`config.mk`:
```
export PLATFORM = sky130hd
export DESIGN_NAME = rot_arbiter_flat
export DESIGN_NICKNAME = d
export VERILOG_FILES = /design/src/rtl/rot_arbiter_if.sv /design/src/rtl/rot_arbiter.sv /design/src/flat_wrapper.sv
export SDC_FILE = /design/constraint.sdc
export NUM_CORES = 1
export LEC_CHECK = 0
export CAP_MARGIN = 20
export CORE_MARGIN = 5
export CORE_UTILIZATION = 50
export DETAILED_ROUTE_END_ITERATION = 10
export PLACE_DENSITY = 0.81
export SLEW_MARGIN = 20
export SYNTH_ARGS = -nofsm -noshare
export SYNTH_HDL_FRONTEND = slang
export SYNTH_HIERARCHICAL = 1
export SYNTH_SLANG_ARGS = --single-unit
```
`constraint.sdc`:
```
create_clock -name clk -period 2 [get_ports clk]
set_input_delay 0.5 -clock clk [delete_from_list [all_inputs] [get_ports clk]]
set_output_delay 0.5 -clock clk [all_outputs]
set_load 0.1 [all_outputs]
```
`src/rtl/rot_arbiter_if.sv`:
```
// ----------------------------------------------------------------------------
// rot_arbiter_if
//   Bundles every signal between the two rotate requesters, the result
//   consumer and the shared rotate unit. Clock and reset are not part of
//   the bundle.
//
//   Requester side (one set per port, n = 0/1):
//     reqn   request; held high until gntn
//     inn    16-bit operand
//     cntn   4-bit rotate amount
//     dirn   direction: 0 = left, 1 = right
//     gntn   operands accepted this cycle (1-cycle pulse)
//   Result side:
//     out_valid  result available
//     out_data   rotated result
//     out_id     requester that owns out_data
//     out_ready  consumer accepts the result while out_valid = 1
//   Status:
//     busy       an operation is in flight or waiting to be consumed
//
//   modport slave  : the arbiter itself
//   modport master : the requesters / consumer driving the arbiter
// ----------------------------------------------------------------------------
interface rot_arbiter_if;
    logic        req0;
    logic [15:0] in0;
    logic [3:0]  cnt0;
    logic        dir0;
    logic        gnt0;

    logic        req1;
    logic [15:0] in1;
    logic [3:0]  cnt1;
    logic        dir1;
    logic        gnt1;

    logic        out_valid;
    logic [15:0] out_data;
    logic        out_id;
    logic        out_ready;

    logic        busy;

    modport slave (
        input  req0, in0, cnt0, dir0,
        input  req1, in1, cnt1, dir1,
        input  out_ready,
        output gnt0, gnt1,
        output out_valid, out_data, out_id,
        output busy
    );

    modport master (
        output req0, in0, cnt0, dir0,
        output req1, in1, cnt1, dir1,
        output out_ready,
        input  gnt0, gnt1,
        input  out_valid, out_data, out_id,
        input  busy
    );
endinterface

```
`src/rtl/rot_arbiter.sv`:
```
// ----------------------------------------------------------------------------
// rot_arbiter
//   Shares one 16-bit left rotator between two requesters. A round-robin
//   pointer picks the winner when both request together; the winner's
//   operand, amount, direction and id are captured, rotated in the next
//   cycle and the result is held until the consumer takes it.
//
//   Operation flow: IDLE (grant + capture) -> ROT (rotate, register result)
//                   -> DONE (hold result until out_ready) -> IDLE
//   A result appears on out_valid two cycles after the grant cycle, so an
//   operation takes at least three cycles.
//
//   Parameters:
//     RESET_PRIO  requester that holds priority after reset (0 or 1)
//   Ports:
//     clk   system clock, all state changes on the rising edge
//     rst   synchronous, active-high reset; discards any in-flight operation
//     bus   rot_arbiter_if.slave, request/grant inputs and result outputs
//
//   Also contains left_rotator, the shared 16-bit rotate datapath.
// ----------------------------------------------------------------------------

// ----------------------------------------------------------------------------
// left_rotator
//   Purely combinational 16-bit rotate-left by 0..15 positions, built as a
//   four-stage logarithmic barrel (1, 2, 4, 8 positions).
//   Ports:
//     data_i  operand
//     amt_i   rotate-left amount
//     data_o  rotated operand
// ----------------------------------------------------------------------------
module left_rotator (
    input  logic [15:0] data_i,
    input  logic [3:0]  amt_i,
    output logic [15:0] data_o
);
    logic [15:0] stage1;
    logic [15:0] stage2;
    logic [15:0] stage4;

    assign stage1 = amt_i[0] ? {data_i[14:0], data_i[15]}    : data_i;
    assign stage2 = amt_i[1] ? {stage1[13:0], stage1[15:14]} : stage1;
    assign stage4 = amt_i[2] ? {stage2[11:0], stage2[15:12]} : stage2;
    assign data_o = amt_i[3] ? {stage4[7:0],  stage4[15:8]}  : stage4;
endmodule

module rot_arbiter #(
    parameter bit RESET_PRIO = 1'b0
) (
    input  logic          clk,
    input  logic          rst,
    rot_arbiter_if.slave  bus
);
    typedef enum logic [1:0] {
        S_IDLE = 2'd0,
        S_ROT  = 2'd1,
        S_DONE = 2'd2
    } state_t;

    state_t      state_q, state_d;
    logic        prio_q,  prio_d;    // port that wins when both request
    logic [15:0] opnd_q,  opnd_d;    // captured operand
    logic [3:0]  amt_q,   amt_d;     // captured rotate-left amount
    logic        op_id_q, op_id_d;   // owner of the operation in flight
    logic [15:0] data_q,  data_d;    // result presented on out_data
    logic        id_q,    id_d;      // owner presented on out_id

    logic        any_req;
    logic        win_id;
    logic        grant;
    logic [15:0] win_in;
    logic [3:0]  win_cnt;
    logic        win_dir;
    logic [3:0]  win_amt;
    logic [15:0] rot_res;

    // ------------------------------------------------------------------
    // Arbitration. A lone requester always wins; the pointer only breaks
    // ties. Grants exist only in IDLE and are suppressed during reset so
    // a requester never sees a grant for an operation that is not taken.
    // ------------------------------------------------------------------
    assign any_req = bus.req0 | bus.req1;
    assign win_id  = (bus.req0 & bus.req1) ? prio_q : bus.req1;
    assign grant   = (state_q == S_IDLE) & any_req & ~rst;

    assign bus.gnt0 = grant & ~win_id;
    assign bus.gnt1 = grant &  win_id;

    assign win_in  = win_id ? bus.in1  : bus.in0;
    assign win_cnt = win_id ? bus.cnt1 : bus.cnt0;
    assign win_dir = win_id ? bus.dir1 : bus.dir0;

    // A right rotate by n equals a left rotate by (16 - n) mod 16, which is
    // the 4-bit two's complement of n; n = 0 stays 0 in both directions.
    assign win_amt = win_dir ? (~win_cnt + 4'd1) : win_cnt;

    left_rotator u_rot (
        .data_i (opnd_q),
        .amt_i  (amt_q),
        .data_o (rot_res)
    );

    // ------------------------------------------------------------------
    // Next-state and capture logic.
    // ------------------------------------------------------------------
    always_comb begin
        // NOTE: every signal gets its hold value first so no path through
        // the case statement can leave one unassigned and infer a latch.
        state_d = state_q;
        prio_d  = prio_q;
        opnd_d  = opnd_q;
        amt_d   = amt_q;
        op_id_d = op_id_q;
        data_d  = data_q;
        id_d    = id_q;

        case (state_q)
            S_IDLE: begin
                if (grant) begin
                    opnd_d  = win_in;
                    amt_d   = win_amt;
                    op_id_d = win_id;
                    prio_d  = ~win_id;   // loser of this round goes first next
                    state_d = S_ROT;
                end
            end
            S_ROT: begin
                // Result and owner move to the outputs together so out_id
                // never refers to a different result than out_data.
                data_d  = rot_res;
                id_d    = op_id_q;
                state_d = S_DONE;
            end
            S_DONE: begin
                if (bus.out_ready) begin
                    state_d = S_IDLE;
                end
            end
            default: begin
                state_d = S_IDLE;
            end
        endcase
    end

    // ------------------------------------------------------------------
    // State registers.
    // ------------------------------------------------------------------
    always_ff @(posedge clk) begin
        // NOTE: the datapath registers are reset along with the control
        // state because out_data and out_id are visible outputs whose
        // post-reset value is defined as zero.
        if (rst) begin
            state_q <= S_IDLE;
            prio_q  <= RESET_PRIO;
            opnd_q  <= 16'h0000;
            amt_q   <= 4'd0;
            op_id_q <= 1'b0;
            data_q  <= 16'h0000;
            id_q    <= 1'b0;
        end else begin
            // NOTE: non-blocking assignments make every register sample its
            // _d value from the same edge, independent of statement order.
            state_q <= state_d;
            prio_q  <= prio_d;
            opnd_q  <= opnd_d;
            amt_q   <= amt_d;
            op_id_q <= op_id_d;
            data_q  <= data_d;
            id_q    <= id_d;
        end
    end

    // ------------------------------------------------------------------
    // Outputs.
    // ------------------------------------------------------------------
    assign bus.out_valid = (state_q == S_DONE);
    assign bus.out_data  = data_q;
    assign bus.out_id    = id_q;
    assign bus.busy      = (state_q != S_IDLE);
endmodule

```
`src/flat_wrapper.sv`:
```
// flat-port wrapper written by rule: the top's interface ports become plain ports
module rot_arbiter_flat 
#(
    parameter bit RESET_PRIO = 1'b0
)
  (clk, rst, bus_req0, bus_in0, bus_cnt0, bus_dir0, bus_req1, bus_in1, bus_cnt1, bus_dir1, bus_out_ready, bus_gnt0, bus_gnt1, bus_out_valid, bus_out_data, bus_out_id, bus_busy);
  rot_arbiter_if bus_i ();
  input  logic clk;
  input  logic rst;
  input wire logic [$bits(bus_i.req0)-1:0] bus_req0;
  input wire logic [$bits(bus_i.in0)-1:0] bus_in0;
  input wire logic [$bits(bus_i.cnt0)-1:0] bus_cnt0;
  input wire logic [$bits(bus_i.dir0)-1:0] bus_dir0;
  input wire logic [$bits(bus_i.req1)-1:0] bus_req1;
  input wire logic [$bits(bus_i.in1)-1:0] bus_in1;
  input wire logic [$bits(bus_i.cnt1)-1:0] bus_cnt1;
  input wire logic [$bits(bus_i.dir1)-1:0] bus_dir1;
  input wire logic [$bits(bus_i.out_ready)-1:0] bus_out_ready;
  output wire logic [$bits(bus_i.gnt0)-1:0] bus_gnt0;
  output wire logic [$bits(bus_i.gnt1)-1:0] bus_gnt1;
  output wire logic [$bits(bus_i.out_valid)-1:0] bus_out_valid;
  output wire logic [$bits(bus_i.out_data)-1:0] bus_out_data;
  output wire logic [$bits(bus_i.out_id)-1:0] bus_out_id;
  output wire logic [$bits(bus_i.busy)-1:0] bus_busy;
  assign bus_i.req0 = bus_req0;
  assign bus_i.in0 = bus_in0;
  assign bus_i.cnt0 = bus_cnt0;
  assign bus_i.dir0 = bus_dir0;
  assign bus_i.req1 = bus_req1;
  assign bus_i.in1 = bus_in1;
  assign bus_i.cnt1 = bus_cnt1;
  assign bus_i.dir1 = bus_dir1;
  assign bus_i.out_ready = bus_out_ready;
  assign bus_gnt0 = bus_i.gnt0;
  assign bus_gnt1 = bus_i.gnt1;
  assign bus_out_valid = bus_i.out_valid;
  assign bus_out_data = bus_i.out_data;
  assign bus_out_id = bus_i.out_id;
  assign bus_busy = bus_i.busy;
  rot_arbiter #(.RESET_PRIO(RESET_PRIO)) u_core (.clk(clk), .rst(rst), .bus(bus_i));
endmodule
```
# [After elaboration in Yosys (flattened, before gate mapping)]
# Index checks and enable logic that the tools add are counted.
[word_totals] elab_cells=37 out_inout_bits=21 ff_bits=41
[op_classes] bitwise_logic=9 n_reduce_logical=4 n_mux=12 add_sub_neg=1 n_eq_ne=4
[op_table] op="16-bit two-way mux" count=5
[op_table] op="4-bit two-way mux" count=2
[op_table] op="2-bit one-hot mux with 3 select lines" count=1
[op_table] op="1-bit bitwise AND" count=5
[op_table] op="4-bit by 1-bit adder with 4-bit output (second input constant)" count=1
[op_table] op="2-bit two-way mux" count=2
[op_table] op="4-bit NOT" count=1
[op_table] op="2-bit AND reduction" count=2
[op_table] op="2-bit by 1-bit equality test with 1-bit output (second input constant)" count=1
[op_table] op="2-bit equality test (second input constant)" count=1
[op_table] op="2-bit zero test" count=1
[op_table] op="1-bit two-way mux" count=2
[op_table] op="2-bit by 1-bit inequality test with 1-bit output (second input constant)" count=1
[op_table] op="2-bit inequality test (second input constant)" count=1
[op_table] op="1-bit NOT" count=2
[op_table] op="2-bit nonzero test" count=1
[op_table] op="1-bit bitwise OR" count=1

# [Depth between registers and ports, before layout]
# Gate-level depths: netlist of run 1.
[logic_depth] depth_word=6 ltp_mapped=9 ltp_nobuf=8

# [Modules after synthesis]
# The synthesis of run 1 kept the hierarchy.
[by_module_without_submodules] mod="rot_arbiter" n_inst=1 area_per_inst_um2=1894.3 cells_per_inst=220 seq_area_each_um2=820.8
[by_module_without_submodules] mod="left_rotator" n_inst=1 area_per_inst_um2=830.8 cells_per_inst=40 seq_area_each_um2=0.0

# [Least setup slack after synthesis of run 1]
# Ideal clock, no wire load.
[synth_path] path_type="reg2out" startpoint="register u_core.state_q[1]" endpoint="output bus_gnt0" path_slack_ns=-1.222 arrival_time_ns=2.722 path_stages_with_launch=5 n_path_buf=1 required_time_ns=1.500 cell_sequence="dfxtp_1 -> or2_4 -> or3_1 -> buf_6 -> a21oi_1"
[synth_between] elab_chain_len=4
[synth_rtl] item="start, declared" line="rot_arbiter.sv:60" rtl="state_t state_q, state_d;"
[synth_rtl] item="start signal, assigned" line="rot_arbiter.sv:163" rtl="state_q <= state_d;"
[synth_rtl] item="2-bit zero test" line="rot_arbiter.sv:84" rtl="assign grant = (state_q == S_IDLE) & any_req & ~rst;"
[synth_rtl] item="1-bit bitwise AND (2 in a row)" line="rot_arbiter.sv:84"
[synth_rtl] item="1-bit bitwise AND" line="rot_arbiter.sv:86" rtl="assign bus.gnt0 = grant & ~win_id;"
[synth_rtl] item="end, declared" line="flat_wrapper.sv:19" rtl="output wire logic [$bits(bus_i.gnt0)-1:0] bus_gnt0;"
# Every way passes these cells.

# [Final worst setup path of run 1]
[layout_path] startpoint="register u_core.state_q[0]" endpoint="output bus_gnt0"
# Same word-level chain as after synthesis.

==> summary.txt, run 1 <==
Clock network fraction of design power - 25.1%
EDFF count, synth - 0
Reg power frac - 35.1%
Syn avg cell area - 10.5 um^2
Die area - 0.00703 mm^2
Detailed-route via count - 2288
WP data required - 1500 ps
Switching pwr - 0.000918 W
Cells on worst reg2reg path - 5
Simple-Gate Fraction of Synth Area - 16.5%
Placed Instances - 390
Setup crit start kind - flop
R2r endpoint - u_core/bus.out_data[15]
Worst hold slack - 453 ps
Longest Clk Path Bufs - 2
Worst-margin pin slew - 602 ps
Syn Nets - 308
Hold Vio Cnt, Final - 0
Worst skew pair latency - 300 ps
DIE WIDTH - 83.8 um
GRT Total Usage - 18.3%
Post-route insts no fill - 399
Nets@finish - 376
Initial antenna violation count - 0
Mapped Cells - 260
Number of H-tree levels - 2
Clock Root Buffer - clkbuf_8
Setup Skew - 7.34 ps
Synth Area in Adders - 0.459%
P_leak - 1.37 nW
Critical path class - reg2out
Fmax - 0.475 GHz
Layout cells sized above 1 - 30.1%
Worst-case vdd ir drop - 0.337 mV
CTS tree - yes
1st-iter DRT viols - 143
Ys async rst share - 0%
Global-route wire length before repair - 10.6 mm
Final weighted congestion in routability-driven placement - 0.789
Min-Delay Endpoint - u_core/prio_q
Worst-path fanout max - 3
FF+latch count, synth - 41
Remaining antenna violation count - 0
Outcome - finished, violations left
Sequential area share after synthesis - 30.1%
Syn. warnings - 6
Drt pass-1 iters - 4
Max-cap violations - 0
WL final - 6.33 mm
Post-route DRC - 0
Slew Limit Fails - 0
Failing checks - negative setup slack
Data arrival, critical path - 1610 ps
CP endpoint kind - primary output
DPL Wire Length - 4.94 mm
Average wire per standard cell - 15.9 um
Min cycle time layout - 2110 ps
Syn-to-layout area delta - 38.8%
TritonCTS Buffers - 5
Post-synth top flop - dfxtp_1
Mapped Area - 0.00273 mm^2
Row cnt - 26
Setup violators final - 2
Multiplexer share of the synthesized area - 29.5%
Clock slew at reported path FFs - 80 ps
Hold Buf Count CTS - 0
Grt ovf - 0
R2R setup slack - 60 ps
Die Y - 83.8 um
Share of the synthesized area in compound gates (AO/OA/AOI/OAI) - 15.6%
Combinational power share - 39.8%
FF-to-FF Start - u_core/amt_q[3]
Synth Area in XOR/XNOR - 0.643%
Ports - 68
Unrepaired setup endpoints after global routing - yes
Min-delay src - u_core/prio_q
Port Buffers - 67
Power per Cell Area - 727 mW/mm^2
Final setup margin - -107 ps
Number of vias per cell - 5.73
Distinct cell type count after synthesis - 37
Core Box Area - 0.00520 mm^2
Initial core utilization - 52.4%
Pin count of the biggest net entering global routing - 36
P_int - 0.00183 W
# diodes - 0
Vias in the first global route - 2227
Hold crit path type - reg2reg
CTS sink cnt - 41
Worst slew margin - 59.9%
Hold Path Stages - 1
Switching share of power - 33.4%
Largest family of logic cells by synthesized area - multiplexers
Final worst path period share - 105%
## how the worst max path moves through the flow
| stage | start | to | depth (start not counted) |
|---|---|---|---|
| after floorplan | u_core/state_q[1] | bus_gnt0 | 4 |
| after global placement | bus_req1 | bus_gnt0 | 5 |
| after detailed placement | bus_req1 | bus_gnt0 | 5 |
| after CTS | u_core/state_q[0] | bus_gnt0 | 4 |
| after global routing | u_core/state_q[1] | bus_gnt0 | 4 |
| final | u_core/state_q[0] | bus_gnt0 | 4 |
## per-layer routing
layer  vias up  GRT usage (%)  routed length [um]
li1       1113              -                   -
met1      1077           22.6                2620
met2        87           31.1                3170
met3        11           4.54                 442
met4         0           5.99                  97
met5         -              0                   0
## power groups by stage
stage          registers (W)  clock network, W  logic [W]
3_3_place_gp        0.000973                 0    0.00105
5_1_grt             0.000974          0.000740    0.00116
4_1_cts             0.000962          0.000701    0.00109
2_1_floorplan        0.00108                 0   0.000638
3_5_place_dp        0.000981                 0    0.00108
6_report            0.000965          0.000690    0.00110
## metrics by stage
step	util, %	setup slack (ps)	total power, W	TNS [ps]	area, um^2
finish	72.7	-107	0.00275	-163	3780
global placement	71.1	-326	0.00202	-4530	3700
detailed placement	71.1	-364	0.00206	-5360	3700
floorplan	-	-275	0.00172	-501	2750
CTS	73.4	-112	0.00275	-169	3820
global route	72.7	-148	0.00288	-251	3780
## sequential cells by signal, indices dropped and copies added (netlist names)
register	flops
u_core/prio_q	1
u_core/opnd_q	16
u_core/bus.out_data	16
u_core/state_q	2
u_core/bus.out_id	1
u_core/op_id_q	1
u_core/amt_q	4
## final cells by class
type | instances | area, um^2
timing repair buffer | 87 | 1050
fill | 390 | 1420
inverter | 1 | 11.3
clock inverter | 1 | 30.0
tap | 70 | 87.6
clock buffer | 7 | 86.3
multi-input combinational | 192 | 1690
sequential | 41 | 822
## critical path, stage by stage, from the launching register on
cell and delay [ps]:
dfxtp_1 320, or2_4 250, or3_4 380, a21oi_4 170, buf_12 190
## Yosys cell counts, types with 4 or more instances
cell / n / area share, %
mux4_1: 14 / 13
a311oi_1: 4 / 1.3
nand3_1: 16 / 2.9
dfxtp_1: 41 / 30
a311oi_2: 12 / 6.6
buf_2: 7 / 1.3
nor2_1: 17 / 2.3
mux4_2: 18 / 15
nand2_1: 56 / 7.7
nand2b_1: 5 / 1.1
a21oi_1: 19 / 3.5
clkbuf_1: 9 / 1.2
## cells in the final DEF (no fill, tap or decap), drive strengths merged, types with 2 or more instances in the layout
master	instances
nor2b	2
a21o	3
dfxtp	41
dlygate4sd2	3
a21boi	2
and3	2
a311oi	16
nor2	19
or3	2
clkbuf	7
nand2b	5
clkdlybuf4s50	43
nand3	16
o21ai	3
mux2i	3
buf	41
a21oi	19
nand2	56
mux4	32
xnor2	2
## cells by family (layout without fill, tap and decap cells)
kind of cell | count (synthesis) | count (layout)
adder cells (fa/ha/maj) | 1 | 1
AND/OR/NAND/NOR | 104 | 104
AO/OA/AOI/OAI | 50 | 50
XOR/XNOR | 2 | 2
multiplexers | 35 | 35
buffers and inverters | 27 | 96
flip-flops | 41 | 41
## repair_timing
item                       4_1_cts  5_1_grt
resized for setup                5       10
setup buffers                    1        0
setup endpoints to repair        3       16
pin swaps                        3        0
Note: power is estimated with default switching activity, not from simulation.
==> inputs of run 2 (changes only) <==
SETUP_SLACK_MARGIN = 0.1   (was not set)
==> run 2 against run 1 <==
Effect of this change:
- maximum frequency is 0.52% lower
- clock power hardly changed
- clock skew about the same
- register-to-register slack improved by 70 ps
- design area rose by 0.69%
- setup slack worse by 11 ps
- critical path type unchanged
- final cell count rose by 0.25%
- the run still ends with negative setup slack left
- global-route usage down 0.098 points
- die area unchanged
==> summary.txt, run 2 (same netlist as run 1, synthesis figures left out) <==
1st-iter DRT viols - 131 (was 143)
DPL Wire Length - 4.94 mm (unchanged)
Setup Skew - 7.23 ps (was 7.34 ps)
Port Buffers - 67 (unchanged)
Global-route wire length before repair - 10.6 mm (about the same)
Number of H-tree levels - 2 (unchanged)
Remaining antenna violation count - 0 (unchanged)
Hold Buf Count CTS - 0 (unchanged)
Worst-margin pin slew - 606 ps (was 602 ps)
Data arrival, critical path - 1620 ps (was 1610 ps)
Initial core utilization - 52.4% (unchanged)
Crit path from - u_core/state_q[0] (unchanged)
WP data required - 1500 ps (about the same)
WL final - 6.49 mm (was 6.33 mm)
Seq. cell area - 827 um^2 (was 822 um^2)
Average wire per standard cell - 16.2 um (was 15.9 um)
Fmax - 0.472 GHz (was 0.475 GHz)
Die Y - 83.8 um (unchanged)
Setup violators final - 2 (unchanged)
Hold crit path type - reg2reg (unchanged)
Critical path class - reg2out (unchanged)
Vias in the first global route - 2240 (was 2227)
Core Box Area - 0.00520 mm^2 (unchanged)
Min-delay src - u_core/prio_q (unchanged)
Ports - 68 (unchanged)
TritonCTS Buffers - 5 (unchanged)
Slew Limit Fails - 0 (unchanged)
Detailed-route via count - 2297 (was 2288)
Nets@finish - 377 (was 376)
Initial antenna violation count - 0 (unchanged)
Drt pass-1 iters - 4 (unchanged)
Setup crit start kind - flop (unchanged)
Layout cells sized above 1 - 31.8% (was 30.1%)
Max-cap violations - 0 (unchanged)
P_leak - 1.36 nW (was 1.37 nW)
Hold Vio Cnt, Final - 0 (unchanged)
# diodes - 0 (unchanged)
CP endpoint kind - primary output (unchanged)
Unrepaired setup endpoints after global routing - yes (unchanged)
Worst skew pair latency - 300 ps (about the same)
CTS tree - yes (unchanged)
GRT Total Usage - 18.2% (was 18.3%)
DP Worst Slack - -364 ps (unchanged)
Worst-path fanout max - 3 (unchanged)
Final Util - 73.2% (was 72.7%)
Commonest cells after routing, fill and taps aside - nand2_1 (56), clkdlybuf4s50_1 (43), dfxtp_1 (38), mux4_2 (31), buf_12 (23) (was nand2_1 (56), clkdlybuf4s50_1 (43), dfxtp_1 (40), mux4_2 (29), buf_12 (23))
Most common cell after layout, fill and taps aside - nand2_1 (unchanged)
Die area - 0.00703 mm^2 (unchanged)
Final setup margin - -118 ps (was -107 ps)
FF-to-FF Start - u_core/amt_q[1] (was u_core/amt_q[3])
Longest Clk Path Bufs - 2 (unchanged)
Outcome - finished, violations left (unchanged)
Clock Root Buffer - clkbuf_8 (unchanged)
Post-route DRC - 0 (unchanged)
Failing checks - negative setup slack (unchanged)
Pin count of the biggest net entering global routing - 36 (unchanged)
CTS sink cnt - 41 (unchanged)
Number of vias per cell - 5.74 (was 5.73)
Power per Cell Area - 728 mW/mm^2 (was 727 mW/mm^2)
Final weighted congestion in routability-driven placement - 0.789 (unchanged)
Row cnt - 26 (unchanged)
Syn-to-layout area delta - 39.8% (was 38.8%)
Clock slew at reported path FFs - 80 ps (about the same)
Min cycle time layout - 2120 ps (was 2110 ps)
DIE WIDTH - 83.8 um (unchanged)
Number of fill cells - 374 (was 390)
Worst hold slack - 453 ps (about the same)
Worst slew margin - 59.6% (was 59.9%)
Grt ovf - 0 (unchanged)
Worst-case vdd ir drop - 0.338 mV (was 0.337 mV)
Final worst path period share - 106% (was 105%)
Multi-input combinational cell area - 0.00169 mm^2 (about the same)
[run 2: repair_timing]
action                     4_1_cts  5_1_grt
buffers inserted                 1        0
pin swaps                        3        0
resized for setup               17        5
gates cloned                     0        1
setup endpoints to repair       36       11
[run 2: where the power goes]
group	total, W	leakage (nW)	switching [W]	internal (W)
sequential	0.000970	0.337	0.0000820	0.000888
combinational	0.00111	0.968	0.000561	0.000553
clock	0.000691	0.0585	0.000284	0.000407
[run 2: area by class of cell]
type                    count  area share [%]
multi-input cells         192            44.4
repair buffers             88            28.3
flip-flops and latches     41            21.7
well taps                  70            2.30
clock buffers               7            2.27
clock inverters             1           0.788
inverters                   1           0.296
[run 2: worst max-delay path, stage by stage, from the launching register on]
cell	delay [ps]
dfxtp_1	320
or2_4	260
or3_4	380
a21oi_4	170
buf_12	190
[run 2: worst paths after layout]
check,end,cells past startpoint,slack (ps)
setup / recovery,bus_gnt0,4,-120
hold / removal,u_core/prio_q,1,450
setup reg to reg,u_core/bus.out_data[13],5,130
hold reg to reg,u_core/prio_q,1,450
[run 2: per-stage QoR]
| step | power (W) | area (um^2) | cells | setup TNS [ps] |
|---|---|---|---|---|
| 6_report | 0.00278 | 3810 | 400 | -184 |
| 5_1_grt | 0.00291 | 3810 | 400 | -271 |
| 4_1_cts | 0.00277 | 3790 | 399 | -169 |
| 3_5_place_dp | 0.00206 | 3700 | 390 | -5360 |
| 3_3_place_gp | 0.00202 | 3700 | 390 | -4530 |
| 2_1_floorplan | 0.00172 | 2750 | 260 | -501 |
[run 2: layer usage]
layer | wire [um] | global-route usage (%) | vias up
met4 | 119 | 5.99 | 0
met3 | 459 | 4.54 | 12
li1 | - | - | 1115
met1 | 2640 | 22.2 | 1078
met5 | 0 | 0 | -
met2 | 3270 | 31.2 | 92
